## config.mk

```make
export PLATFORM = sky130hd
export DESIGN_NAME = sar_seq
export DESIGN_NICKNAME = d
export VERILOG_FILES = /design/src/rtl/sar_seq_pkg.sv /design/src/rtl/sar_reg.sv /design/src/rtl/sar_seq.sv
export SDC_FILE = /design/constraint.sdc
export NUM_CORES = 1
export LEC_CHECK = 0
export BUFFER_PORTS_ARGS = -buffer_cell sky130_fd_sc_hd__buf_2
export CAP_MARGIN = 20
export CORE_MARGIN = 2
export CORE_UTILIZATION = 33
export DETAILED_ROUTE_END_ITERATION = 10
export GPL_ROUTABILITY_DRIVEN = 0
export MAX_ROUTING_LAYER = met4
export PLACE_DENSITY = 0.55
export SYNTH_ARGS = -nofsm -noshare
export SYNTH_HDL_FRONTEND = slang
export SYNTH_HIERARCHICAL = 1
export SYNTH_SLANG_ARGS = --single-unit
```

## constraint.sdc

```tcl
create_clock -name clk -period 2.3 [get_ports clk]
set_input_delay 0.46 -clock clk [delete_from_list [all_inputs] [get_ports clk]]
set_output_delay 0.46 -clock clk [all_outputs]
set_load 0.05 [all_outputs]
```

## src/rtl/sar_seq_pkg.sv

```systemverilog
// sar_seq_pkg -- shared definitions for the SAR conversion sequencer.
//   - sar_state_e : sequencer states (IDLE, SAMPLE, COMP, DONE)
//   - legal ranges and defaults for NBITS / SAMPLE_CYC
//   - CNT_W       : sample counter width, sized for the largest legal SAMPLE_CYC
//   - idx_w()     : width of the bit-index bus for a given conversion width
package sar_seq_pkg;

  localparam int NBITS_DEF      = 8;
  localparam int NBITS_MIN      = 2;
  localparam int NBITS_MAX      = 16;
  localparam int SAMPLE_CYC_DEF = 2;
  localparam int SAMPLE_CYC_MIN = 1;
  localparam int SAMPLE_CYC_MAX = 15;

  // Sample counter counts 0..SAMPLE_CYC-1, so the largest legal value fits.
  localparam int CNT_W = $clog2(SAMPLE_CYC_MAX + 1);

  typedef enum logic [1:0] {
    IDLE   = 2'd0,
    SAMPLE = 2'd1,
    COMP   = 2'd2,
    DONE   = 2'd3
  } sar_state_e;

  function automatic int idx_w(input int nbits);
    return $clog2(nbits);
  endfunction

endpackage

```

## src/rtl/sar_reg.sv

```systemverilog
// sar_reg -- successive-approximation trial word register.
// Ports:
//   clk, rst   : clock, synchronous active-high reset (word cleared)
//   init       : load the mid-scale trial word 1<<(NBITS-1)
//   step       : apply the comparator decision for bit[bit_idx] and, if a
//                lower bit exists, raise bit[bit_idx-1] as the next trial
//   comp_in    : comparator decision (1 = keep bit[bit_idx])
//   bit_idx    : bit under trial
//   word       : registered trial word (drives the DAC)
//   word_nxt   : value the word takes at the next edge (used to capture the
//                final result on the bit 0 decision)
module sar_reg
  import sar_seq_pkg::*;
#(
  parameter int NBITS = NBITS_DEF
) (
  input  logic                     clk,
  input  logic                     rst,
  input  logic                     init,
  input  logic                     step,
  input  logic                     comp_in,
  input  logic [$clog2(NBITS)-1:0] bit_idx,
  output logic [NBITS-1:0]         word,
  output logic [NBITS-1:0]         word_nxt
);

  localparam int IDX_W = idx_w(NBITS);
  localparam logic [NBITS-1:0] INIT_WORD = {1'b1, {(NBITS-1){1'b0}}};
  localparam logic [NBITS-1:0] ONE_WORD  = {{(NBITS-1){1'b0}}, 1'b1};

  logic [NBITS-1:0] word_r;
  logic [NBITS-1:0] word_s;
  logic [NBITS-1:0] trial_s;
  logic [IDX_W-1:0] idx_lo_s;

  // Next trial word: init loads mid-scale, step resolves one bit and opens the next trial.
  always_comb begin
    word_s   = word_r;
    idx_lo_s = bit_idx - IDX_W'(1);
    // No lower bit to try once bit 0 is being decided.
    trial_s  = (bit_idx != '0) ? (ONE_WORD << idx_lo_s) : '0;
    if (init) begin
      word_s = INIT_WORD;
    end else if (step) begin
      word_s[bit_idx] = comp_in;
      word_s          = word_s | trial_s;
    end else begin
      word_s = word_r;
    end
  end

  // Trial word register.
  always_ff @(posedge clk) begin
    if (rst) begin
      word_r <= '0;
    end else begin
      word_r <= word_s;
    end
  end

  assign word     = word_r;
  assign word_nxt = word_s;

endmodule

```

## src/rtl/sar_seq.sv

```systemverilog
// sar_seq -- SAR ADC conversion sequencer (IDLE -> SAMPLE -> COMP -> DONE).
// Ports:
//   clk, rst   : rising-edge clock, synchronous active-high reset
//   start      : conversion request, honoured only in IDLE (and in DONE when
//                back-to-back conversions are enabled)
//   comp_in    : comparator decision for the current trial (1 = keep bit)
//   en_sample  : sampling-switch clock-gate enable, high SAMPLE_CYC cycles
//   en_comp    : comparator clock-gate enable, high NBITS cycles
//   dac_state  : current SAR trial word driving the DAC
//   bit_idx    : index of the bit under trial
//   busy       : high whenever the sequencer is not idle
//   done       : one-cycle pulse coinciding with the result update
//   result     : last completed conversion, held until the next done
// Build option:
//   SAR_SEQ_CONT_EN : when defined, a start seen in the DONE cycle goes
//                     straight back to SAMPLE (period SAMPLE_CYC+NBITS+1);
//                     otherwise DONE always returns to IDLE.
// All outputs come straight from flops so the gate enables are glitch-free.
module sar_seq
  import sar_seq_pkg::*;
#(
  parameter int NBITS      = NBITS_DEF,
  parameter int SAMPLE_CYC = SAMPLE_CYC_DEF
) (
  input  logic                     clk,
  input  logic                     rst,
  input  logic                     start,
  input  logic                     comp_in,
  output logic                     en_sample,
  output logic                     en_comp,
  output logic [NBITS-1:0]         dac_state,
  output logic [$clog2(NBITS)-1:0] bit_idx,
  output logic                     busy,
  output logic                     done,
  output logic [NBITS-1:0]         result
);

  localparam int IDX_W = idx_w(NBITS);
  localparam logic [CNT_W-1:0] SAMPLE_LAST = CNT_W'(SAMPLE_CYC - 1);
  localparam logic [IDX_W-1:0] IDX_TOP     = IDX_W'(NBITS - 1);

  if ((NBITS < NBITS_MIN) || (NBITS > NBITS_MAX)) begin : g_bad_nbits
    $error("sar_seq: NBITS out of legal range 2..16");
  end
  if ((SAMPLE_CYC < SAMPLE_CYC_MIN) || (SAMPLE_CYC > SAMPLE_CYC_MAX)) begin : g_bad_sample_cyc
    $error("sar_seq: SAMPLE_CYC out of legal range 1..15");
  end

  sar_state_e       state_r;
  logic [CNT_W-1:0] cnt_r;
  logic [IDX_W-1:0] idx_r;
  logic             en_sample_r;
  logic             en_comp_r;
  logic             busy_r;
  logic             done_r;
  logic [NBITS-1:0] result_r;

  logic             init_s;
  logic             step_s;
  logic             last_s;
  logic [NBITS-1:0] word_s;
  logic [NBITS-1:0] word_nxt_s;

  // Datapath controls: when to start a new trial word and when to resolve a bit.
  always_comb begin
    init_s = 1'b0;
    step_s = 1'b0;
    last_s = 1'b0;
    case (state_r)
      IDLE: init_s = start;
      COMP: begin
        step_s = 1'b1;
        last_s = (idx_r == '0);
      end
`ifdef SAR_SEQ_CONT_EN
      DONE: init_s = start;
`else
      DONE: init_s = 1'b0;
`endif
      default: init_s = 1'b0;
    endcase
  end

  // Sequencer state, counters and registered outputs.
  always_ff @(posedge clk) begin
    if (rst) begin
      state_r     <= IDLE;
      cnt_r       <= '0;
      idx_r       <= '0;
      en_sample_r <= 1'b0;
      en_comp_r   <= 1'b0;
      busy_r      <= 1'b0;
      done_r      <= 1'b0;
      result_r    <= '0;
    end else begin
      done_r <= 1'b0;
      case (state_r)
        IDLE: begin
          if (init_s) begin
            state_r     <= SAMPLE;
            cnt_r       <= '0;
            en_sample_r <= 1'b1;
            busy_r      <= 1'b1;
          end
        end
        SAMPLE: begin
          // Enables swap on the same edge, so they are never both high.
          if (cnt_r == SAMPLE_LAST) begin
            state_r     <= COMP;
            en_sample_r <= 1'b0;
            en_comp_r   <= 1'b1;
            idx_r       <= IDX_TOP;
          end else begin
            cnt_r <= cnt_r + CNT_W'(1);
          end
        end
        COMP: begin
          if (last_s) begin
            state_r   <= DONE;
            en_comp_r <= 1'b0;
            done_r    <= 1'b1;
            result_r  <= word_nxt_s;
          end else begin
            idx_r <= idx_r - IDX_W'(1);
          end
        end
        DONE: begin
          if (init_s) begin
            state_r     <= SAMPLE;
            cnt_r       <= '0;
            en_sample_r <= 1'b1;
          end else begin
            state_r <= IDLE;
            busy_r  <= 1'b0;
          end
        end
        default: begin
          state_r     <= IDLE;
          en_sample_r <= 1'b0;
          en_comp_r   <= 1'b0;
          busy_r      <= 1'b0;
        end
      endcase
    end
  end

  sar_reg #(
    .NBITS (NBITS)
  ) u_sar_reg (
    .clk      (clk),
    .rst      (rst),
    .init     (init_s),
    .step     (step_s),
    .comp_in  (comp_in),
    .bit_idx  (idx_r),
    .word     (word_s),
    .word_nxt (word_nxt_s)
  );

  assign en_sample = en_sample_r;
  assign en_comp   = en_comp_r;
  assign dac_state = word_s;
  assign bit_idx   = idx_r;
  assign busy      = busy_r;
  assign done      = done_r;
  assign result    = result_r;

endmodule

```

==> results of run 1 <==
[Yosys cell counts (3+ instances only)]
cell and n:
nor2b_1 3, nor2_1 18, ha_1 10, dfxtp_1 29, nand2b_1 3, nand3b_1 3, a21oi_1 18, inv_1 7
clkbuf_1 3, buf_6 3, and2_1 5, mux2i_1 7, nand3_1 4, o21ai_1 3, nand2_1 23
[stage by stage]
stage               power [mW]  setup slack, ns  cells  util [%]
floorplan                 1.64            0.125    175         -
finish                    2.29            0.316    259      40.6
global placement          1.89            0.367    251      38.6
CTS                       2.31            0.324    259      40.6
detailed placement        1.89            0.344    251      38.6
global route              2.47            0.164    259      40.6
[sequential cells by signal, summed over array words and instances, names as in the netlist]
register        count
en_comp             1
bit_idx             3
result              8
done                1
busy                1
state_r             2
cnt_r               4
en_sample           1
u_sar_reg/word      8
[how the worst max path moves through the flow]
stage,startpoint,to,cells after the start
3_5_place_dp,state_r[0]$_SDFFE_PP0P_,cnt_r[2]$_SDFFE_PP0P_,6
4_1_cts,state_r[0]$_SDFFE_PP0P_,cnt_r[2]$_SDFFE_PP0P_,6
5_1_grt,state_r[1]$_SDFFE_PP0P_,cnt_r[2]$_SDFFE_PP0P_,6
3_3_place_gp,state_r[0]$_SDFFE_PP0P_,cnt_r[2]$_SDFFE_PP0P_,6
6_report,state_r[1]$_SDFFE_PP0P_,cnt_r[2]$_SDFFE_PP0P_,6
2_1_floorplan,bit_idx[0]$_SDFFE_PP0P_,bit_idx[1]$_SDFFE_PP0P_,8
[routing by layer]
metal  vias to the layer above  global-route usage (%)  share of wire (%)
met5                         -                       -                  0
met4                         0                    3.14               0.87
met3                         4                    5.63                4.6
met2                        26                    21.5                 44
met1                       575                    19.3                 51
li1                        661                       -                  -
[power groups by stage]
| stage | combinational [mW] | clock (mW) | sequential (mW) |
|---|---|---|---|
| after global placement | 1.23 | 0 | 0.658 |
| after floorplan | 0.777 | 0 | 0.862 |
| after global routing | 1.36 | 0.452 | 0.659 |
| final | 1.23 | 0.412 | 0.650 |
| after CTS | 1.23 | 0.429 | 0.649 |
| after detailed placement | 1.23 | 0 | 0.660 |
[cells by family (layout without fill, tap and decap cells)]
logic type	Yosys count	after routing	share of synthesized area [%]
compound gates	32	32	12.9
fa+ha+maj	10	10	8.28
mux	7	7	4.64
buf+inv	16	48	6.04
flops	29	29	38.4
simple gates	81	81	29.7
[area by class of cell]
class                      instances  area share (%)
clock inverter                     3           0.984
clock buffer                       5            3.87
sequential                        29            32.6
timing repair buffer              33            10.3
inverter                           7            1.48
tap                               52            3.65
multi-input combinational        130            47.2
[cells in the final DEF (no fill, tap or decap), types with 2 or more instances in the layout]
| cell | instances |
|---|---|
| a211oi_2 | 2 |
| a21oi_1 | 18 |
| a311oi_1 | 2 |
| a31oi_1 | 2 |
| and2_1 | 5 |
| buf_2 | 26 |
| buf_4 | 7 |
| clkbuf_8 | 5 |
| clkinv_2 | 2 |
| dfxtp_1 | 29 |
| ha_1 | 10 |
| inv_1 | 7 |
| mux2i_1 | 7 |
| nand2_1 | 23 |
| nand2b_1 | 3 |
| nand3_1 | 4 |
| nand3b_1 | 3 |
| nor2_1 | 18 |
| nor2b_1 | 3 |
| nor3_1 | 2 |
| nor3_2 | 2 |
| nor3b_1 | 2 |
| o21ai_1 | 3 |
| or2_0 | 2 |
[worst max-delay path, delay by kind of cell, from the launching register on]
kind / cells / cell delay [ns]
buffers and inverters: 1 / 0.10
AOI/OAI and AO/OA: 1 / 0.17
adders and majority gates: 1 / 0.21
and+or+nand+nor: 3 / 1.03
DFF: 1 / 0.40
==> impl_metrics.ini, run 1 <==
[outcome]
status = finished, final reports clean

[clocking]
numCtsBuffers = 5
cts_max_level = 2
cts_root_buf = clkbuf_8
cts_hold_buf = 0
clk_latency_ns = 0.29
cts_resized = 0
cts_tree = yes
postCtsSetupRepairBufs = 0
cts.clk_slew.worst_paths_ns = 0.07
clock-sinks = 29
cts_buffer_depth = 2

[yosys]
synth_area_per_cell_um2 = 8.64
yosys-top-cells-area = dfxtp_1 (38%), ha_1 (8.3%), a21oi_1 (6.0%)
synth_edf_count = 0
synth_ff_type = dfxtp_1
synth_top_area_share_pct = 38.4
async_flop_share_pct = 0
synth_top_area_cell = dfxtp_1
yosysWarningCount = 6
syn_area_um2 = 1510
syn_inst = 175
synth-seq-cells = 29
yosysSeqAreaShare_pct = 38.4
syn_nets = 189
synth.distinct_cells = 43

[power_and_ir_drop]
internal-power_mw = 1.24
ir_drop_mv = 0.611
sw_frac_of_total_pct = 45.8
switching_power_mw = 1.05
p_clk_share_pct = 18.0
power_density_nw_per_um2 = 1290
power_frac_comb_pct = 53.6
p_leak_nw = 0.759
seqPwrFrac_pct = 28.4

[critical_path]
cpMaxStageDelayCell = or4_1
worstRegToRegCells = 6
worst_setup_path_end_kind = flip-flop
worstPathArrival_ns = 2.19
cp_cell_sequence = inv_1 -> ha_1 -> nor2b_4 -> or3_4 -> or4_1 -> a31oi_1
crit-reg2reg-launch = state_r[1]$_SDFFE_PP0P_
critPathKind = reg -> reg
rrSetupSlack_ns = 0.32
path_max_fanout = 5
critPathLaunchType = flip-flop
reg2reg_to = cnt_r[2]$_SDFFE_PP0P_
max_stage_delay_ns = 0.51
worstPathRequired_ns = 2.51

[drt]
vias_per_cell = 4.89
routedWlPerCell_um = 12.8
drt-total-wl_um = 3320
antenna_left = 0
dr.pass1.iters = 4
vias = 1266
route.detailed.drc = 0
drt_iter0_drc = 85

[hold_path]
hold_path_end = result[4]$_SDFFE_PP0P_
worstHoldPathCells = 2
min-delay-start = result[4]$_SDFFE_PP0P_
min_path_type = reg -> reg

[timing]
post-route-period-util_pct = 86.3
setup_viol = 0
max_freq_mhz = 504
hold_viol = 0
rsz0062_at_grt = no
finalWorstPathRequiredPeriod_ns = 1.98
maxSlewViolCount = 0
worstMarginPinSlew_ns = 0.541
relSlewSlack_pct = 63.9
whs_ns = 0.452
fin_skew_ns = 0.00646
fin_setup_tns_ns = 0

[final_layout]
fin_nets = 220
final_area_um2 = 1780
drive_above_1_share_pct = 24.2
area_growth_pct = 17.8
n_fill_cell = 464
antenna_cells = 0
multi_input_area_um2 = 840
seq_area_um2 = 581

[global_route]
grt_overflow = 0
grt_max_degree = 24
grt_usage_pct = 14.7
first_global_vias = 1184
grt_antenna_before_repair = 0
grt_first_pass_wirelength_um = 5730

[die]
die_x_um = 71.7
core_um2 = 4380
die_y_um = 71.7
initial_core_util_pct = 34.5
die_area_um2 = 5140
rows = 24
ios = 27

[place]
io_buffers = 26
dpl.hpwl_um = 2380
place_area_um2 = 1690

[flow_run]
timing.max_cap.violations = 0
Note: power is estimated with default switching activity, not from simulation.
==> inputs of run 2 (changes only) <==
Settings changed: CORE_UTILIZATION 33 to 35, PLACE_DENSITY 0.55 to 0.57.
==> impl_metrics.ini, run 2 (synthesis gave the netlist of run 1 again) <==
[clocking]
cts_hold_buf = 0
numCtsBuffers = 5
cts_max_level = 2
clock-sinks = 29
cts_resized = 0
postCtsSetupRepairBufs = 0
cts_buffer_depth = 2
cts_root_buf = clkbuf_8
cts_tree = yes
cts.clk_slew.worst_paths_ns = 0.07
clk_latency_ns = 0.29

[critical_path]
crit-reg2reg-launch = state_r[0]$_SDFFE_PP0P_
critPathKind = reg -> reg
rrSetupSlack_ns = 0.31
path_max_fanout = 5
cp-endpoint = cnt_r[2]$_SDFFE_PP0P_
worstRegToRegCells = 6
worstPathRequired_ns = 2.51
worstPathArrival_ns = 2.20
worst_setup_path_end_kind = flip-flop
critPathLaunchType = flip-flop
crit_start = state_r[0]$_SDFFE_PP0P_
reg2reg_to = cnt_r[2]$_SDFFE_PP0P_

[timing]
max_freq_mhz = 504
worstMarginPinSlew_ns = 0.748
finalWorstPathRequiredPeriod_ns = 1.99
fin_setup_tns_ns = 0
hold_viol = 0
maxSlewViolCount = 0
rsz0062_at_grt = no
setup_viol = 0
fin_skew_ns = 0.00501
post-route-period-util_pct = 86.3
relSlewSlack_pct = 49.6

[global_route]
first_global_vias = 1215
grt_overflow = 0
grt_first_pass_wirelength_um = 5550
grt_usage_pct = 14.7
grt_max_degree = 24
grt_antenna_before_repair = 0

[drt]
route.detailed.drc = 0
antenna_left = 0
drt-total-wl_um = 3220
vias_per_cell = 5.02
routedWlPerCell_um = 12.7
dr.pass1.iters = 4
vias = 1275
drt_iter0_drc = 47

[final_layout]
n_fill_cell = 422
final_cell_mix = dfxtp_1 (29), buf_2 (26), nand2_1 (23)
drive_above_1_share_pct = 22.5
antenna_cells = 0
final_common_cell = dfxtp_1
area_growth_pct = 15.9
multi_input_area_um2 = 840
fin_nets = 217
final_area_um2 = 1750
seq_area_um2 = 581

[die]
die_x_um = 69.7
die_area_um2 = 4860
initial_core_util_pct = 37.0
ios = 27
core_um2 = 4090
rows = 23
die_y_um = 69.7

[power_and_ir_drop]
ir_drop_mv = 0.568
p_leak_nw = 0.745
power_density_nw_per_um2 = 1280

[outcome]
status = finished, final reports clean

[place]
place_area_um2 = 1670
io_buffers = 26
dpl.hpwl_um = 2340

[flow_run]
timing.max_cap.violations = 0

[hold_path]
min_path_type = reg -> reg
-- run 2: cell types whose count changed in the layout (fill, tap and decap cells not counted), sizes merged --
cell	previous run	this run
buf	33	30
clkbuf	5	6
clkinvlp	1	0
-- run 2: per-stage QoR --
stage                     instances  total power, mW  setup slack (ns)  hold slack (ns)  utilization (%)
after global placement          246             1.84             0.329            0.447             40.8
after detailed placement        246             1.85             0.314            0.448             40.8
after global routing            254             2.40             0.155            0.482             42.9
after CTS                       254             2.26             0.298            0.458             42.9
final                           254             2.24             0.314            0.455             42.9
after floorplan                 175             1.64             0.125            0.480                -
-- run 2: report_power, final --
| part | internal [mW] | switching, mW | leakage, nW | total (mW) |
|---|---|---|---|---|
| registers | 0.590 | 0.0578 | 0.236 | 0.647 |
| clock network | 0.209 | 0.204 | 0.0450 | 0.413 |
| logic | 0.415 | 0.764 | 0.465 | 1.18 |
| total | 1.21 | 1.03 | 0.745 | 2.24 |
-- run 2: final cells by class --
class	instances	area share [%]
clock buffers	6	4.14
clock inverters	2	0.571
inverters	7	1.50
multi-input cells	130	47.9
flip-flops and latches	29	33.1
well taps	50	3.57
repair buffers	30	9.14
-- run 2: how the worst min path moves through the flow --
stage	startpoint	to	slack, ns	cells after the start
floorplan	cnt_r[1]$_SDFFE_PP0P_	cnt_r[1]$_SDFFE_PP0P_	0.48	2
global placement	result[4]$_SDFFE_PP0P_	result[4]$_SDFFE_PP0P_	0.45	2
detailed placement	result[2]$_SDFFE_PP0P_	result[2]$_SDFFE_PP0P_	0.45	2
CTS	result[0]$_SDFFE_PP0P_	result[0]$_SDFFE_PP0P_	0.46	2
global route	result[4]$_SDFFE_PP0P_	result[4]$_SDFFE_PP0P_	0.48	2
finish	result[2]$_SDFFE_PP0P_	result[2]$_SDFFE_PP0P_	0.45	2
-- run 2: worst max-delay path, cell delays in order, from the launching register on --
cell and delay (ns):
dfxtp_1 0.38, inv_1 0.10, ha_1 0.23, nor2b_4 0.14
or3_4 0.39, or4_1 0.51, a31oi_1 0.17
-- run 2: per-layer routing --
| layer | vias up | part of all wire (%) | track usage (%) |
|---|---|---|---|
| met5 | - | 0 | - |
| met4 | 0 | 1.2 | 4.91 |
| met2 | 19 | 44 | 22.1 |
| li1 | 658 | - | - |
| met3 | 6 | 4.4 | 5.67 |
| met1 | 592 | 50 | 18.2 |
